## src/rtl/crc_seg_dec.sv

```systemverilog
// crc_seg_dec: CRC syndrome checker folding SEG_W codeword bits per cycle (rev 1.0).
// Define CRC_ERRCNT_EN to add the saturating o_errcnt error counter.
`timescale 1ns/1ps
`default_nettype none

module crc_seg_dec #(
   parameter int               DATA_W = 128,
   parameter int               CRC_W  = 9,
   parameter logic [CRC_W-1:0] POLY   = 9'h119,
   parameter int               SEG_W  = 32
) (
   input  logic                    clk,
   input  logic                    reset_n,
   input  logic                    enable,
   input  logic                    i_valid,
   input  logic [DATA_W+CRC_W-1:0] i_code,
   output logic                    o_ready,
   output logic [DATA_W-1:0]       o_data,
   output logic                    o_valid,
   output logic                    o_haserr
`ifdef CRC_ERRCNT_EN
   ,
   output logic [15:0]             o_errcnt
`endif
);

   localparam int NBITS  = DATA_W + CRC_W;
   localparam int NSEG   = (NBITS + SEG_W - 1) / SEG_W;
   localparam int LAST_W = NBITS - (NSEG - 1) * SEG_W;
   localparam int PAD_W  = NSEG * SEG_W;
   localparam int CNT_W  = (NSEG > 1) ? $clog2(NSEG) : 1;

   typedef enum logic [0:0] {
      S_IDLE = 1'b0,
      S_RUN  = 1'b1
   } state_t;

   state_t            state_q;
   logic [CNT_W-1:0]  seg_cnt_q;
   logic [CRC_W-1:0]  syn_q;
   logic [CRC_W-1:0]  syn_d;
   logic [PAD_W-1:0]  code_q;
   logic [DATA_W-1:0] data_q;
   logic              valid_q;
   logic              haserr_q;
   logic [SEG_W-1:0]  seg;
   logic              last_seg;
   logic              accept;
   logic              fb;

   assign last_seg = (seg_cnt_q == CNT_W'(NSEG - 1));
   assign seg      = code_q[int'(seg_cnt_q) * SEG_W +: SEG_W];

   // The final-segment cycle may take the next codeword so throughput is one per NSEG cycles.
   assign accept  = i_valid && ((state_q == S_IDLE) || last_seg);
   assign o_ready = reset_n && enable && ((state_q == S_IDLE) || last_seg);

   // Lower index is transmitted first, i.e. it is the higher-order coefficient.
   always_comb begin
      syn_d = syn_q;
      fb    = 1'b0;
      for (int i = 0; i < SEG_W; i++) begin
         if (!last_seg || (i < LAST_W)) begin
            fb    = syn_d[CRC_W-1] ^ seg[i];
            syn_d = (syn_d << 1) ^ (fb ? POLY : '0);
         end
      end
   end

   always_ff @(posedge clk or negedge reset_n) begin
      if (!reset_n) begin
         state_q   <= S_IDLE;
         seg_cnt_q <= '0;
         syn_q     <= '0;
         code_q    <= '0;
         data_q    <= '0;
         valid_q   <= 1'b0;
         haserr_q  <= 1'b0;
      end else begin
         valid_q <= 1'b0;
         if (enable) begin
            if (state_q == S_RUN) begin
               syn_q     <= syn_d;
               seg_cnt_q <= seg_cnt_q + CNT_W'(1);
               if (last_seg) begin
                  data_q    <= code_q[DATA_W-1:0];
                  haserr_q  <= (syn_d != '0);
                  valid_q   <= 1'b1;
                  state_q   <= S_IDLE;
                  seg_cnt_q <= '0;
               end
            end
            if (accept) begin
               code_q    <= PAD_W'(i_code);
               syn_q     <= '0;
               seg_cnt_q <= '0;
               state_q   <= S_RUN;
            end
         end
      end
   end

   assign o_data   = data_q;
   assign o_valid  = valid_q;
   assign o_haserr = haserr_q;

`ifdef CRC_ERRCNT_EN
   logic [15:0] errcnt_q;

   always_ff @(posedge clk or negedge reset_n) begin
      if (!reset_n) begin
         errcnt_q <= '0;
      end else if (enable && (state_q == S_RUN) && last_seg && (syn_d != '0)
                   && (errcnt_q != 16'hFFFF)) begin
         errcnt_q <= errcnt_q + 16'd1;
      end
   end

   assign o_errcnt = errcnt_q;
`endif

endmodule

`default_nettype wire

```

## config.mk

```make
export PLATFORM = sky130hd
export DESIGN_NAME = crc_seg_dec
export DESIGN_NICKNAME = d
export VERILOG_FILES = /design/src/rtl/crc_seg_dec.sv
export SDC_FILE = /design/constraint.sdc
export NUM_CORES = 1
export LEC_CHECK = 0
export CORE_MARGIN = 5
export CORE_UTILIZATION = 45
export DETAILED_ROUTE_END_ITERATION = 10
export DONT_BUFFER_PORTS = 1
export PLACE_DENSITY = 0.65
export SYNTH_ARGS = -nofsm -noshare
export SYNTH_HDL_FRONTEND = slang
export SYNTH_SLANG_ARGS = --single-unit
```

## constraint.sdc

```tcl
create_clock -name clk -period 16.55 [get_ports clk]
set_input_delay 2.4825 -clock clk [delete_from_list [all_inputs] [get_ports clk]]
set_output_delay 2.4825 -clock clk [all_outputs]
set_load 0.02 [all_outputs]
```

# Word level (Yosys, flattened, before mapping)
# Index checks and enable logic that the tools add are counted.
[totals] ff_bits=280 inputBits=141 output_inout_bits=131 word_cells=150
[op_classes] add_sub_neg=1 n_eq_ne=1 shifts=1 muxes=66 bitwise_logic=65 reduce_logical=9
[op_table] op="two-way mux 9 bit" count=57
[op_table] op="XOR 9 bit" count=32
[op_table] op="indexed part select 160 x 9 -> 32 bit" count=1
[op_table] op="XOR 1 bit" count=32
[op_table] op="two-way mux 3 bit" count=3
[op_table] op="nonzero test 9 bit" count=1
[op_table] op="two-way mux 1 bit" count=6
[op_table] op="AND reduction 2 bit" count=2
[op_table] op="adder 3 x 1 -> 3 bit (second input constant)" count=1
[op_table] op="equality test 3 bit (second input constant)" count=1
[op_table] op="logical AND 1 bit" count=3
[op_table] op="AND reduction 3 bit" count=1
[op_table] op="nonzero test 2 bit" count=1
[op_table] op="logical OR 1 bit" count=1
[op_table] op="NOT 1 bit" count=1

# Depth between registers and ports, before layout
[logic_depth] ltp_word=122 mapped_depth=34 depth_no_buf=29

# Worst setup path before layout
# No wires, ideal clock.
[synth_timing] kind="register -> register" from="register seg_cnt_q[0]" to="register haserr_q (netlist: o_haserr)" setup_ns=0.141 arrival_ns=8.417 t_required_ns=16.409 path_slack_ns=7.992 stages_incl_launch_ff=33 n_path_buf=3 synth_period_minus_slack_ns=8.558 path_cell_list="dfrtp_1 > buf_2 > buf_2 > nor3b_1 > xnor2_1 > a221oi_4 > xor2_1 > xnor3_2 > xor3_2 > xor2_4 > xnor3_1 > o211a_1 > o31ai_1 > and2_1 > buf_4 > mux2_1 > o211ai_2 > o221ai_4 > xnor2_1 > mux2_2 > xnor2_2 > a211oi_1 > nor2_4 > nor2_8 > xnor3_2 > xnor2_2 > o221ai_4 > xor3_1 > a21o_1 > a221oi_2 > a31oi_2 > o211ai_1 > a41oi_1"
[synth_via] elab_chain_len=121 elab_cells_between_ends=123 cone_classes="eq/ne: 1; shift: 1; mux: 55; bitwise: 64; reduce/logical: 2"
[synth_rtl] element="from (decl)" line_no="39" text="logic [CNT_W-1:0] seg_cnt_q;"
[synth_rtl] element="from (signal assigned)" line_no="84" text="seg_cnt_q <= seg_cnt_q + CNT_W'(1);"
[synth_rtl] element="indexed part select 160 x 9 -> 32 bit" line_no="52" text="assign seg = code_q[int'(seg_cnt_q) * SEG_W +: SEG_W];"
[synth_rtl] element="XOR 1 bit" line_no="64" text="fb = syn_d[CRC_W-1] ^ seg[i];"
[synth_rtl] element="two-way mux 9 bit" line_no="65" text="syn_d = (syn_d << 1) ^ (fb ? POLY : '0);"
[synth_rtl] element="XOR 9 bit" line_no="65"
[synth_rtl] element="XOR 1 bit" line_no="64"
[synth_rtl] element="two-way mux 9 bit" line_no="65"
[synth_rtl] element="XOR 9 bit" line_no="65"
[synth_rtl] element="XOR 1 bit" line_no="64"
[synth_rtl] element="[... 105 more ...]"
[synth_rtl] element="two-way mux 9 bit" line_no="65"
[synth_rtl] element="XOR 9 bit" line_no="65"
[synth_rtl] element="two-way mux 9 bit" line_no="63" text="if (!last_seg || (i < LAST_W)) begin"
[synth_rtl] element="XOR 1 bit" line_no="64"
[synth_rtl] element="two-way mux 9 bit" line_no="65"
[synth_rtl] element="XOR 9 bit" line_no="65"
[synth_rtl] element="two-way mux 9 bit" line_no="63"
[synth_rtl] element="nonzero test 9 bit" line_no="87" text="haserr_q <= (syn_d != '0);"
[synth_rtl] element="to (signal assigned)" line_no="87"
[synth_rtl] element="to (decl)" line_no="45" text="logic haserr_q;"
# Several ways; a longest one is shown, not always the timed one.
# A chain may end at the register's enable or synchronous reset.

# Worst setup path after layout
[layout_timing] from="register seg_cnt_q[1]" to="register haserr_q (netlist: o_haserr)"
# Same word-level chain as after synthesis.

==> run metrics <==
area of the multi-input gates around 7200 um^2; outcome finished, final reports clean; Clock Skew 0.0108 ns; cell taking the most area after synthesis dfrtp_1; Die Y between 150 and 200 um; crit path time final 10.19 ns; drt drc 0; Async SR Flop Fraction 1.00; Starting Density 0.458; Syn Area/Cell 10.8 um^2; Critical Path RT 16.96 ns; GPL Wtd Cong 0.864; Netlist cell types 80; Seq/Total Area, Yosys 0.482; maxcap violations 0; Vias/cell 5.54; worst path arrival time approximately 11 ns; IO Pins 272; synth top area cells dfrtp_1 (48%), mux2_2 (11%), nand2_1 (11%); fill count 2845; clock latency on the worst-skew pair approximately 0.56 ns; Final Max Tran Viols 0; H-tree Lvls 1; first-pass GRT wire length 59600 um; number of global-route vias before repair slightly below 10000; final worst-path cycle share 0.615; clock root buffer clkbuf_16; GRT overflow 0; CTS resizes 0; post-synthesis instance area 14500 um^2; crit-path max cell delay 0.98 ns; cells after synthesis 1341; Die W 190 um; CP max-delay cell dfrtp_2; Achievable Freq between 0.09 and 0.1 GHz; antenna violations before repair 11; Critical Path Start Type flop; Finish-stage setup viols 0; CTS Buf Count 30; count leader, synth nand2_1; core area 31700 um^2; TNS Setup 0 ns; Primary FF master, synth dfrtp_1; flops & latches, synth 280; Post-Syn Nets 1484; clock sinks 280; synth cell count leaders nand2_1 (425), dfrtp_1 (280), mux2_2 (144); Register Area 7010 um^2; detailed-route via count 9627; Setup Fix Bufs, Post-CTS 0; die footprint 36000 um^2; Hold Buf Count CTS 0; Worst R2R Setup Slack 6.36 ns; layout cells sized above 1 0.206; number of enable flip-flop cells after synthesis 0; Fin. Hold Viols 0; DR pass1 iterations 7; Clock Pin Slew Worst Setup and Hold Paths 0.07 ns; row count 65; Max FO, Critical Path 36; CP Class reg2reg; Rel. slew slack 0.316; P&R area growth vs syn 8.84%; critical path endpoint category flop; measured slew at the worst slew-check pin 1.03 ns; clock buffer depth 3; DRT antenna net count 0; DPL Wire Length 25900 um; top-area cell type share of the netlist area 0.482; Detailed Route WL approximately 37000 um; largest net degree at the start of global routing 282; total track usage 0.206; Routed WL per cell 21.5 um; port bufs 0; Hold/Removal Path Class reg2reg; # nets final roughly 1400; CTS tree built; Synth Warn # 0; RSZ-0062 raised after global routing false; initial DRC count 652
-- worst max-delay path, delay by kind of cell, from the launching register on --
kind	cells	cell delay (ns)
DFF	1	0.98
AOI/OAI and AO/OA	12	3.38
muxes	3	1.27
and+or+nand+nor	2	0.39
xor gates and xnor gates	12	3.97
-- layer usage --
layer  part of all wire  track usage  wire (um)
met5             0.0017            0         65
met4              0.022       0.0492        835
met3              0.072       0.0596       2710
met2               0.48        0.331      18100
met1               0.42        0.280      15700
-- worst paths after layout --
path                           endpoint    startpoint  depth (start not counted)
min                          o_data[31]    code_q[31]                          2
min reg2reg                  o_data[31]    code_q[31]                          2
max reg2reg                    o_haserr  seg_cnt_q[1]                         29
max in group asynchronous  seg_cnt_q[2]       reset_n                          0
max                            o_haserr  seg_cnt_q[1]                         29
min in group asynchronous   o_data[107]       reset_n                          0
-- cell usage in the layout (no fill, tap or decap), types with 6 or more instances in the layout --
cell / synthesis / routed
inv_1: 9 / 8
mux2i_1: 23 / 23
nor2b_1: 6 / 6
clkbuf_8: 0 / 7
a22o_1: 6 / 6
a21o_1: 6 / 6
nand2_1: 425 / 425
o21ai_0: 20 / 20
o211ai_1: 6 / 6
a21oi_1: 15 / 15
clkbuf_16: 0 / 31
buf_4: 2 / 9
xor3_1: 7 / 7
clkinv_2: 0 / 8
nor3_1: 11 / 11
xnor2_1: 72 / 72
dfrtp_1: 280 / 277
nor2_1: 21 / 21
xnor3_1: 10 / 10
nand2b_1: 17 / 17
mux2_2: 144 / 144
xor2_1: 44 / 44
mux4_2: 22 / 22
nand3_1: 7 / 6
nor3b_1: 8 / 8
-- cell families after synthesis --
group / Yosys count / share of synthesized area
and+or+nand+nor: 528 / 0.153
DFF: 280 / 0.482
muxes: 192 / 0.164
xor gates and xnor gates: 146 / 0.114
AOI/OAI and AO/OA: 108 / 0.0605
buffers and inverters: 85 / 0.0241
adders and majority gates: 2 / 0.00172
-- through the flow --
stage / setup WS [ns] / hold WS, ns / area, um^2 / instances / utilization
after floorplan: 7.99 / 0.450 / 14500 / 1341 / -
after global placement: 6.67 / 0.465 / 14800 / 1676 / 0.467
after detailed placement: 6.40 / 0.479 / 14800 / 1676 / 0.467
after CTS: 6.35 / 0.490 / 15800 / 1732 / 0.498
after global routing: 5.71 / 0.512 / 15800 / 1736 / 0.499
final: 6.36 / 0.482 / 15800 / 1737 / 0.499
-- sequential cells by signal, indices dropped and copies added (netlist names) --
name,cells
state_q,1
o_data,128
syn_q,9
seg_cnt_q,3
code_q,137
o_haserr,1
o_valid,1
-- area by class of cell --
cell class              count  area share
multi-input cells         976       0.455
flip-flops and latches    280       0.443
clock buffers              43      0.0563
well taps                 402      0.0318
clock inverters            13     0.00657
repair buffers              9     0.00427
inverters                   9     0.00229
diodes                      5    0.000791
Power is not shown: default switching activity piles up to over one toggle a cycle in this logic, so the estimate is an artifact.
